File: config.mk
export PLATFORM = sky130hd
export DESIGN_NAME = line_fill_responder_flat
export DESIGN_NICKNAME = d
export VERILOG_FILES = /design/src/rtl/line_fill_responder_if.sv /design/src/rtl/line_fill_responder.sv /design/src/flat_wrapper.sv
export SDC_FILE = /design/constraint.sdc
export NUM_CORES = 1
export LEC_CHECK = 0
export CORE_AREA = 2 2 439 441
export CTS_CLUSTER_SIZE = 20
export DETAILED_ROUTE_END_ITERATION = 8
export DIE_AREA = 0 0 441 443
export GPL_TIMING_DRIVEN = 0
export SLEW_MARGIN = 20
export SYNTH_ARGS = -nofsm -noshare
export SYNTH_HDL_FRONTEND = slang
export SYNTH_SLANG_ARGS = --single-unit
File: constraint.sdc
create_clock -name clk -period 18.2 [get_ports clk]
set_input_delay 1.82 -clock clk [delete_from_list [all_inputs] [get_ports clk]]
set_output_delay 1.82 -clock clk [all_outputs]
set_load 0.02 [all_outputs]
File: src/rtl/line_fill_responder_if.sv
// Valid/ready stream bundle used for the line-fill request and response channels.
// master drives tvalid/tdata, slave drives tready.
interface line_fill_responder_if #(
    parameter int DW = 48
);
    logic          tvalid;
    logic          tready;
    logic [DW-1:0] tdata;

    modport master (output tvalid, output tdata, input tready);
    modport slave  (input tvalid, input tdata, output tready);
endinterface

File: src/rtl/line_fill_responder.sv
// Line-fill responder: issues fixed-latency line memory reads for cache fill requests
// and returns the lines in order through a credit-limited FWFT response FIFO.
// Optional performance counters are enabled with `define LINE_FILL_PERF_EN.
module line_fill_responder #(
    parameter int ADDR_WIDTH      = 48,
    parameter int DATA_WIDTH      = 512,
    parameter int MEM_LATENCY     = 2,
    parameter int MAX_OUTSTANDING = 4
) (
    input  logic                     clk,
    input  logic                     rstn,
    line_fill_responder_if.slave     line_req_stream,
    line_fill_responder_if.master    line_rsp_stream,
    output logic                     mem_rd_en,
    output logic [ADDR_WIDTH-1:0]    mem_rd_addr,
    input  logic [DATA_WIDTH-1:0]    mem_rd_data
`ifdef LINE_FILL_PERF_EN
    ,
    output logic [31:0]              perf_req_cnt,
    output logic [31:0]              perf_stall_cnt
`endif
);

    localparam int                IDX_W   = $clog2(MAX_OUTSTANDING);
    localparam int                OCC_W   = IDX_W + 1;
    localparam logic [OCC_W-1:0]  OCC_MAX = OCC_W'(MAX_OUTSTANDING);

    logic                    accept;
    logic                    pop;
    logic                    fifo_wr;
    logic                    fifo_empty;
    logic                    ready_reg;
    logic [OCC_W-1:0]        occ_reg;
    logic [OCC_W-1:0]        occ_next;
    logic [MEM_LATENCY-1:0]  inflight_reg;
    // Pointers carry one extra wrap bit so full and empty are distinguishable.
    logic [OCC_W-1:0]        wr_ptr_reg;
    logic [OCC_W-1:0]        rd_ptr_reg;
    logic [DATA_WIDTH-1:0]   fifo_mem [MAX_OUTSTANDING];

    // Request side: ready comes only from a flop, never from the consumer's tready.
    assign line_req_stream.tready = ready_reg;
    assign accept      = line_req_stream.tvalid & ready_reg;
    assign mem_rd_en   = accept;
    assign mem_rd_addr = accept ? line_req_stream.tdata : '0;

    // In-flight tracking: one valid bit per memory pipeline stage.
    always_ff @(posedge clk) begin
        if (!rstn) begin
            inflight_reg <= '0;
        end else begin
            inflight_reg[0] <= accept;
            for (int i = 1; i < MEM_LATENCY; i++) begin
                inflight_reg[i] <= inflight_reg[i-1];
            end
        end
    end

    assign fifo_wr = inflight_reg[MEM_LATENCY-1];

    // Response FIFO, first-word-fall-through.
    assign fifo_empty             = (wr_ptr_reg == rd_ptr_reg);
    assign line_rsp_stream.tvalid = ~fifo_empty;
    assign line_rsp_stream.tdata  = fifo_mem[rd_ptr_reg[IDX_W-1:0]];
    assign pop                    = ~fifo_empty & line_rsp_stream.tready;

    always_ff @(posedge clk) begin
        if (fifo_wr) begin
            fifo_mem[wr_ptr_reg[IDX_W-1:0]] <= mem_rd_data;
        end
    end

    // Credits cover both in-flight reads and FIFO entries, so the FIFO cannot overflow.
    always_comb begin
        occ_next = occ_reg;
        if (accept && !pop) begin
            occ_next = occ_reg + OCC_W'(1);
        end else if (!accept && pop) begin
            occ_next = occ_reg - OCC_W'(1);
        end
    end

    always_ff @(posedge clk) begin
        if (!rstn) begin
            wr_ptr_reg <= '0;
            rd_ptr_reg <= '0;
            occ_reg    <= '0;
            ready_reg  <= 1'b0;
        end else begin
            if (fifo_wr) begin
                wr_ptr_reg <= wr_ptr_reg + OCC_W'(1);
            end
            if (pop) begin
                rd_ptr_reg <= rd_ptr_reg + OCC_W'(1);
            end
            occ_reg   <= occ_next;
            ready_reg <= (occ_next < OCC_MAX);
        end
    end

    always_ff @(posedge clk) begin
        if (rstn && fifo_wr) begin
            assert ((wr_ptr_reg - rd_ptr_reg) < OCC_MAX);
        end
    end

`ifdef LINE_FILL_PERF_EN
    always_ff @(posedge clk) begin
        if (!rstn) begin
            perf_req_cnt   <= '0;
            perf_stall_cnt <= '0;
        end else begin
            if (accept && (perf_req_cnt != 32'hFFFF_FFFF)) begin
                perf_req_cnt <= perf_req_cnt + 32'd1;
            end
            if (line_req_stream.tvalid && !ready_reg && (perf_stall_cnt != 32'hFFFF_FFFF)) begin
                perf_stall_cnt <= perf_stall_cnt + 32'd1;
            end
        end
    end
`endif

endmodule

File: src/flat_wrapper.sv
// flat-port wrapper written by rule: the top's interface ports become plain ports
module line_fill_responder_flat 
#(
    parameter int ADDR_WIDTH      = 48,
    parameter int DATA_WIDTH      = 512,
    parameter int MEM_LATENCY     = 2,
    parameter int MAX_OUTSTANDING = 4
)
  (clk, rstn, mem_rd_en, mem_rd_addr, mem_rd_data, line_req_stream_tvalid, line_req_stream_tdata, line_req_stream_tready, line_rsp_stream_tvalid, line_rsp_stream_tdata, line_rsp_stream_tready);
  line_fill_responder_if #(.DW((48))) line_req_stream_i ();
  line_fill_responder_if #(.DW((512))) line_rsp_stream_i ();
  input  logic clk;
  input  logic rstn;
  output logic mem_rd_en;
  output logic [ADDR_WIDTH-1:0] mem_rd_addr;
  input  logic [DATA_WIDTH-1:0] mem_rd_data;
  input wire logic [$bits(line_req_stream_i.tvalid)-1:0] line_req_stream_tvalid;
  input wire logic [$bits(line_req_stream_i.tdata)-1:0] line_req_stream_tdata;
  output wire logic [$bits(line_req_stream_i.tready)-1:0] line_req_stream_tready;
  output wire logic [$bits(line_rsp_stream_i.tvalid)-1:0] line_rsp_stream_tvalid;
  output wire logic [$bits(line_rsp_stream_i.tdata)-1:0] line_rsp_stream_tdata;
  input wire logic [$bits(line_rsp_stream_i.tready)-1:0] line_rsp_stream_tready;
  assign line_req_stream_i.tvalid = line_req_stream_tvalid;
  assign line_req_stream_i.tdata = line_req_stream_tdata;
  assign line_req_stream_tready = line_req_stream_i.tready;
  assign line_rsp_stream_tvalid = line_rsp_stream_i.tvalid;
  assign line_rsp_stream_tdata = line_rsp_stream_i.tdata;
  assign line_rsp_stream_i.tready = line_rsp_stream_tready;
  line_fill_responder #(.ADDR_WIDTH(ADDR_WIDTH), .DATA_WIDTH(DATA_WIDTH), .MEM_LATENCY(MEM_LATENCY), .MAX_OUTSTANDING(MAX_OUTSTANDING)) u_core (.clk(clk), .rstn(rstn), .line_req_stream(line_req_stream_i), .line_rsp_stream(line_rsp_stream_i), .mem_rd_en(mem_rd_en), .mem_rd_addr(mem_rd_addr), .mem_rd_data(mem_rd_data));
endmodule
After elaboration in Yosys (flattened, before gate mapping)

Memory sizes are Yosys's and may differ from the RTL's. A register that Yosys moved wholly into a read port is not among the register bits.
Cells that the tools add are included.

Flip-flop bits (word level): 12
RAM bits: 2048
Input port bits: 564
Output and inout bits: 563
Word-level logic and storage cells: 26
Memories kept: 1

Add/subtract/negate cells: 4
Order comparisons: 1
Equality and inequality tests: 1
Multiplexer cells: 7
Bitwise gates (word level): 3
Reduce and logical (&&, ||, !) cells: 4

Memory list:

| name            | words | width | read ports | clocked after memory_dff | write ports | RTL line                  | text |
|---|---|---|---|---|---|---|---|
| u_core.fifo_mem | 4     | 512   | 1          | 1                        | 1           | line_fill_responder.sv:39 | `logic [DATA_WIDTH-1:0] fifo_mem [MAX_OUTSTANDING];` |

Operators by type and width:

| operator                                         | number |
|---|---|
| two-way mux 48 bit                               | 1 |
| adder 3 x 1 -> 3 bit, second input constant      | 3 |
| two-way mux 3 bit                                | 2 |
| two-way mux 2 bit                                | 2 |
| equality test 3 bit                              | 1 |
| < comparator 3 bit, second input constant        | 1 |
| subtractor 3 x 1 -> 3 bit, second input constant | 1 |
| bitwise AND 1 bit                                | 2 |
| logical AND 1 bit                                | 2 |
| zero test 1 bit                                  | 2 |
| two-way mux 1 bit                                | 2 |
| inverter 1 bit                                   | 1 |

Depth between registers and ports, before layout

Gate-level depths: netlist of run 1.

Depth in word-level cells: 7
Depth in mapped cells: 8

Worst setup path before layout of run 1

Ideal clock, no wire load.

Path type: reg-to-reg
From: register u_core.wr_ptr_reg[1]
To: memory u_core.fifo_mem[0][0], enable pin
Arrival time: 12.195 ns
Required time: 17.259 ns
Slack: 5.064 ns
Cell stages (with the launch flop): 5
Buffers on the path: 1
Path through: dfxtp_1 -> clkbuf_2 -> inv_1 -> ha_1 -> and2_1

RTL lines:

| element                | RTL line                  | text |
|---|---|---|
| from (decl)            | line_fill_responder.sv:37 | `logic [OCC_W-1:0] wr_ptr_reg;` |
| from (signal assigned) | line_fill_responder.sv:91 | `wr_ptr_reg <= wr_ptr_reg + OCC_W'(1);` |
| to (decl)              | line_fill_responder.sv:39 |  |

No word-level cell before the write port.

==> metrics.csv, run 1 <==
metric,value,unit
status,"finished, final reports clean",
crit_type,reg2out,
gr-usage-all-layers,0.194,
fmax,179,MHz
ctsHtreeMaxLevel,4,
path_cells,buf_2 > buf_2 > clkbuf_1 > mux4_2 > clkdlybuf4s50_1,
nNetsFinal,4790,
worst_setup_path_start_kind,flop,
cts_tree,yes,
drt_iter0_drc,2489,
avgSynthCellArea,26.5,µm²
grt_pass1_vias,37288,
whs,0.431,ns
start_util,0.392,
syn_to_final_growth,29.9,%
yosys-top-cells-area,"edfxtp_1, mux4_2, buf_4",
drt_pre_antenna_iters,5,
clk_path_buf_depth,3,
core-area,191000,µm²
setup_viol,0,
rsz0062_at_grt,no,
largest_reg_flops,2048,
tns,0,ns
seq_area_frac_synth,0.825,
cts_sinks,2062,
r2r_start,u_core.wr_ptr_reg[1],
port_buffers,1123,
max_slew_margin,0.276,
vias,35439,
die-height,443,µm
p_leak,30.4,nW
crit_required,16.38,ns
wire_per_inst,27.7,µm
mostFrequentLayoutCells,"edfxtp_1, clkdlybuf4s50_1, mux4_2",
antenna_found_initial,48,
slowest_delay,0.81,ns
cts_setup_buffers,0,
crit_fanout,10,
cts_made_buffers,211,
finClkSkew,0.0383,ns
die_w,441,µm
fin_crit,5.60,ns
ioPinCount,1127,
grt_pass1_wl,270000,µm
syn_nets,3397,
gp_congestion,0.824,
irDropWorstVdd,0.0811,mV
cp_slowest_cell,clkdlybuf4s50_1,
hold_class,reg2reg,
r2r_cells,10,
critPathBufInv,4,
clk_latency,0.84,ns
cpMostUsedCell,buf_2,
ys_seq_elements,2062,
drc,0,
final_max_slew_viol_count,0,
worstSetupEndpointType,output pin,
yosysWarnings,0,
drt-total-wl,192000,µm
power_density,126,nW/µm²
worst_pin_slew,1.09,ns
viasPerCell,5.11,
dp_hpwl,134000,µm
ant_nets,0,
r2r_end,u_core.fifo_mem[0][348],
die_area,195000,µm²
final_common_cell,edfxtp_1,
cts_hold_buf,0,
grt_max_degree,45,
synthesis.area,74900,µm²
yosysTopAreaCell,edfxtp_1,
cap_violations,0,
hold_viol_final,0,
syn_inst,2824,
yosysTopAreaCellShare,0.822,
rrSetupSlack,14.92,ns
synth_cell_types,33,
drive_gt1_frac,0.217,
num_rows,161,
cp_data_arrival_time,3.78,ns
cts.clk_slew.worst_paths,0.06,ns
grt-ovfl-total,0,
cts_resized,0,
finalCritPeriodShare,0.308,
cpLargestDelayFamily,buffers and inverters,
cp.depth,5,
crit_end,line_rsp_stream_tdata[421],
cts_root_buffer,clkbuf_16,
[per-stage QoR]
step / std cells / power (mW) / util / area [µm²] / setup slack, ns
4_1_cts: 6915 / 12.4 / 0.508 / 97200 / 12.31
5_1_grt: 6935 / 12.7 / 0.508 / 97200 / 12.32
3_3_place_gp: 6473 / 8.40 / 0.467 / 89300 / -5.76
6_report: 6938 / 12.2 / 0.509 / 97200 / 12.60
2_1_floorplan: 2824 / 7.05 / - / 74900 / 5.06
3_5_place_dp: 6530 / 8.35 / 0.474 / 90700 / 12.94
[worst register-to-register path: cells and delay by family, from the launching register on]
kind	cells	cell delay [ns]
fa+ha+maj	1	0.14
buf+inv	8	2.05
flops	1	0.33
simple gates	1	0.34
[worst min path at each step]
| stage | start | end | slack, ns | cells after the start |
|---|---|---|---|---|
| 6_report | u_core.inflight_reg[0] | u_core.inflight_reg[1] | 0.43 | 1 |
| 5_1_grt | u_core.inflight_reg[0] | u_core.inflight_reg[1] | 0.44 | 1 |
| 4_1_cts | u_core.inflight_reg[0] | u_core.inflight_reg[1] | 0.43 | 1 |
| 3_5_place_dp | u_core.inflight_reg[0] | u_core.inflight_reg[1] | 0.42 | 1 |
| 3_3_place_gp | u_core.inflight_reg[0] | u_core.inflight_reg[1] | 0.42 | 1 |
| 2_1_floorplan | u_core.inflight_reg[0] | u_core.inflight_reg[1] | 0.41 | 1 |
[layout make-up]
type	instances	area [µm²]
fillers	15125	94000
flip-flops and latches	2062	61800
repair buffers	1180	12600
multi-input cells	625	12300
clock buffers	268	5640
well taps	2526	3160
clock inverters	117	847
plain buffers	127	727
diodes	23	57.6
inverters	10	37.5
[synthesized netlist by cell type]
cell	instances
buf_4	47
mux4_2	512
nand2_1	4
o21ai_0	3
clkbuf_2	1
nand3_1	1
a41oi_1	1
ha_1	9
or3_1	1
clkbuf_1	21
a22oi_1	1
xor2_1	5
nor3b_1	1
dfxtp_1	14
nor4_1	1
a21oi_1	4
o211ai_1	1
edfxtp_1	2048
nor2_1	7
nand4b_1	1
buf_2	58
nand4_1	1
nor2b_1	1
o31ai_1	1
mux2i_1	1
inv_1	10
and2_1	6
nand3b_1	2
a211oi_1	3
or4_1	1
a211o_1	2
and3_1	50
xnor2_1	5
[routing by layer]
metal / vias up / share of wire / routed length (µm) / global-route usage
met1: 18719 / 0.36 / 69000 / 0.221
met5: - / 0.00066 / 126 / 0
met3: 361 / 0.068 / 13100 / 0.0556
li1: 15169 / - / - / -
met4: 20 / 0.044 / 8450 / 0.0845
met2: 1170 / 0.53 / 101000 / 0.338
[logic make-up after synthesis]
logic type | share of synthesized area
compound gates | 0.00142
xor+xnor | 0.00117
fa+ha+maj | 0.00150
buf+inv | 0.0102
flops | 0.825
mux | 0.154
simple gates | 0.00615
[where the power goes]
| group | total, mW | internal [mW] | switching (mW) | leakage, nW |
|---|---|---|---|---|
| sequential | 5.30 | 5.28 | 0.0163 | 18.6 |
| combinational | 2.90 | 1.43 | 1.47 | 8.70 |
| clock | 4.06 | 2.31 | 1.75 | 3.16 |
| total | 12.2 | 9.02 | 3.23 | 30.4 |
Note: power is estimated with default switching activity, not from simulation.
==> run 2: changes to the inputs <==
Settings changed: CORE_AREA 2 2 439 441 to 2 2 443 445, DIE_AREA 0 0 441 443 to 0 0 445 447.
Clock period 18.2 ns to 4.9 ns, I/O delays scaled along.
==> metrics.csv, run 2 (same netlist as run 1, synthesis figures left out) <==
metric,value,unit,change
status,"finished, final reports clean",,unchanged
worst_pin_slew,0.978,ns,was 1.09 ns
hold_class,in2reg,,was reg2reg
grt_pass1_vias,37055,,was 37288
ctsHtreeMaxLevel,4,,unchanged
hold_viol_final,0,,unchanged
grt_max_degree,44,,was 45
clk_path_buf_depth,3,,unchanged
cts_resized,0,,unchanged
cp_data_arrival_time,3.95,ns,was 3.78 ns
drc,0,,unchanged
clk_latency,0.86,ns,was 0.84 ns
grt-ovfl-total,0,,unchanged
path_cells,buf_2 > buf_2 > clkbuf_1 > mux4_2 > clkdlybuf4s50_1,,unchanged
largest_reg_flops,2048,,unchanged
final_common_cell,edfxtp_1,,unchanged
wire_per_inst,27.7,µm,about the same
fmax,225,MHz,
crit_type,reg2out,,unchanged
finalCritPeriodShare,0.907,,
die-height,447,µm,was 443 µm
start_util,0.385,,was 0.392
cts_setup_buffers,0,,unchanged
hold_depth,3,,was 1
nNetsFinal,4790,,unchanged
dp_hpwl,135000,µm,was 134000 µm
cts_made_buffers,210,,was 211
combPwrFrac,0.234,,was 0.236
cp.depth,5,,unchanged
intPower,33.7,mW,was 9.02 mW
seqPwrFrac,0.429,,was 0.433
slowest_delay,0.82,ns,was 0.81 ns
crit_end,line_rsp_stream_tdata[335],,was line_rsp_stream_tdata[421]
switching_share,0.265,,was 0.264
critPathBufInv,4,,unchanged
cp_slowest_cell,clkdlybuf4s50_1,,unchanged
pre_cts_slack,1.09,ns,was 12.94 ns
mostFrequentLayoutCells,"edfxtp_1, clkdlybuf4s50_1, mux4_2",,unchanged
drt_iter0_drc,2683,,was 2489
gp_congestion,0.844,,was 0.824
power.switching,12.2,mW,was 3.23 mW
antenna_found_initial,60,,was 48
setup_ws,0.456,ns,was 12.60 ns
fin_crit,4.44,ns,
drt-total-wl,193000,µm,was 192000 µm
rsz0062_at_grt,no,,unchanged
grt_pass1_wl,270000,µm,about the same
worst_setup_path_start_kind,flop,,unchanged
cts_hold_buf,1,,was 0
crit_fanout,10,,unchanged
ioPinCount,1127,,unchanged
power_density,471,nW/µm²,was 126 nW/µm²
die_area,199000,µm²,was 195000 µm²
irDropWorstVdd,0.349,mV,was 0.0811 mV
viasPerCell,5.11,,about the same
cts_root_buffer,clkbuf_16,,unchanged
vias,35587,,was 35439
r2r_start,u_core.wr_ptr_reg[0],,was u_core.wr_ptr_reg[1]
p_leak,30.5,nW,was 30.4 nW
syn_to_final_growth,30.2,%,was 29.9%
r2r_end,u_core.fifo_mem[3][380],,was u_core.fifo_mem[0][348]
cap_violations,0,,unchanged
die_w,445,µm,was 441 µm
cts.clk_slew.worst_paths,0.07,ns,was 0.06 ns
r2r_cells,8,,was 10
finalPower,45.9,mW,was 12.2 mW
placed_area,90700,µm²,about the same
final_max_slew_viol_count,0,,unchanged
finClkSkew,0.0606,ns,was 0.0383 ns
ant_nets,0,,unchanged
drive_gt1_frac,0.220,,was 0.217
clockPowerShare,0.337,,was 0.331
cts_sinks,2062,,unchanged
cpLargestDelayFamily,buffers and inverters,,unchanged
core-area,194000,µm²,was 191000 µm²
worstSetupEndpointType,output pin,,unchanged
drt_pre_antenna_iters,5,,unchanged
max_slew_margin,0.348,,was 0.276
rrSetupSlack,1.70,ns,was 14.92 ns
gr-usage-all-layers,0.190,,was 0.194
num_rows,162,,was 161
crit_required,4.41,ns,was 16.38 ns
setup_viol,0,,unchanged
cts_tree,yes,,unchanged
design_area,97500,µm²,was 97200 µm²
cpMostUsedCell,buf_2,,unchanged
port_buffers,1123,,unchanged
run 2: power by group through the flow:
stage | clock [mW] | combinational [mW] | sequential, mW
detailed placement | 0 | 11.0 | 20.0
finish | 15.5 | 10.8 | 19.7
floorplan | 0 | 6.01 | 20.1
global placement | 0 | 10.9 | 20.1
global route | 16.6 | 11.3 | 19.7
CTS | 15.9 | 11.0 | 19.7
run 2: per-layer routing:
layer,GRT usage,share of wire,vias up
met5,0,0.00077,-
met3,0.0558,0.070,352
met4,0.0797,0.038,22
li1,-,-,15197
met1,0.218,0.36,18816
met2,0.332,0.53,1200
run 2: area by class of cell:
cell class,instances,area [µm²]
antenna,32,80.1
buffer,127,728
clock buffer,268,5510
clock inverter,123,1200
fill,15524,96700
inverter,10,37.5
multi-input combinational,625,12300
sequential,2062,61800
tap,2542,3180
timing repair buffer,1181,12700
run 2: stage by stage:
step	setup TNS [ns]	hold slack, ns	utilization	instances
final	0	0.127	0.502	6970
after global routing	0	0.103	0.502	6961
after CTS	0	0.0154	0.502	6938
after detailed placement	0	0.426	0.467	6546
after global placement	-8741.46	0.415	0.460	6489
after floorplan	-1212.98	0.412	-	2824
run 2: worst min path at each step:
stage | from | to
3_3_place_gp | u_core.inflight_reg[0] | u_core.inflight_reg[1]
4_1_cts | line_rsp_stream_tready | flop
5_1_grt | line_rsp_stream_tready | flop
6_report | line_rsp_stream_tready | flop
3_5_place_dp | u_core.inflight_reg[0] | u_core.inflight_reg[1]
2_1_floorplan | u_core.inflight_reg[0] | u_core.inflight_reg[1]
run 2: worst min-delay path, cell delays in order:
cell and delay [ns]:
clkbuf_1 0.17, o211ai_1 0.13, a41oi_1 0.12
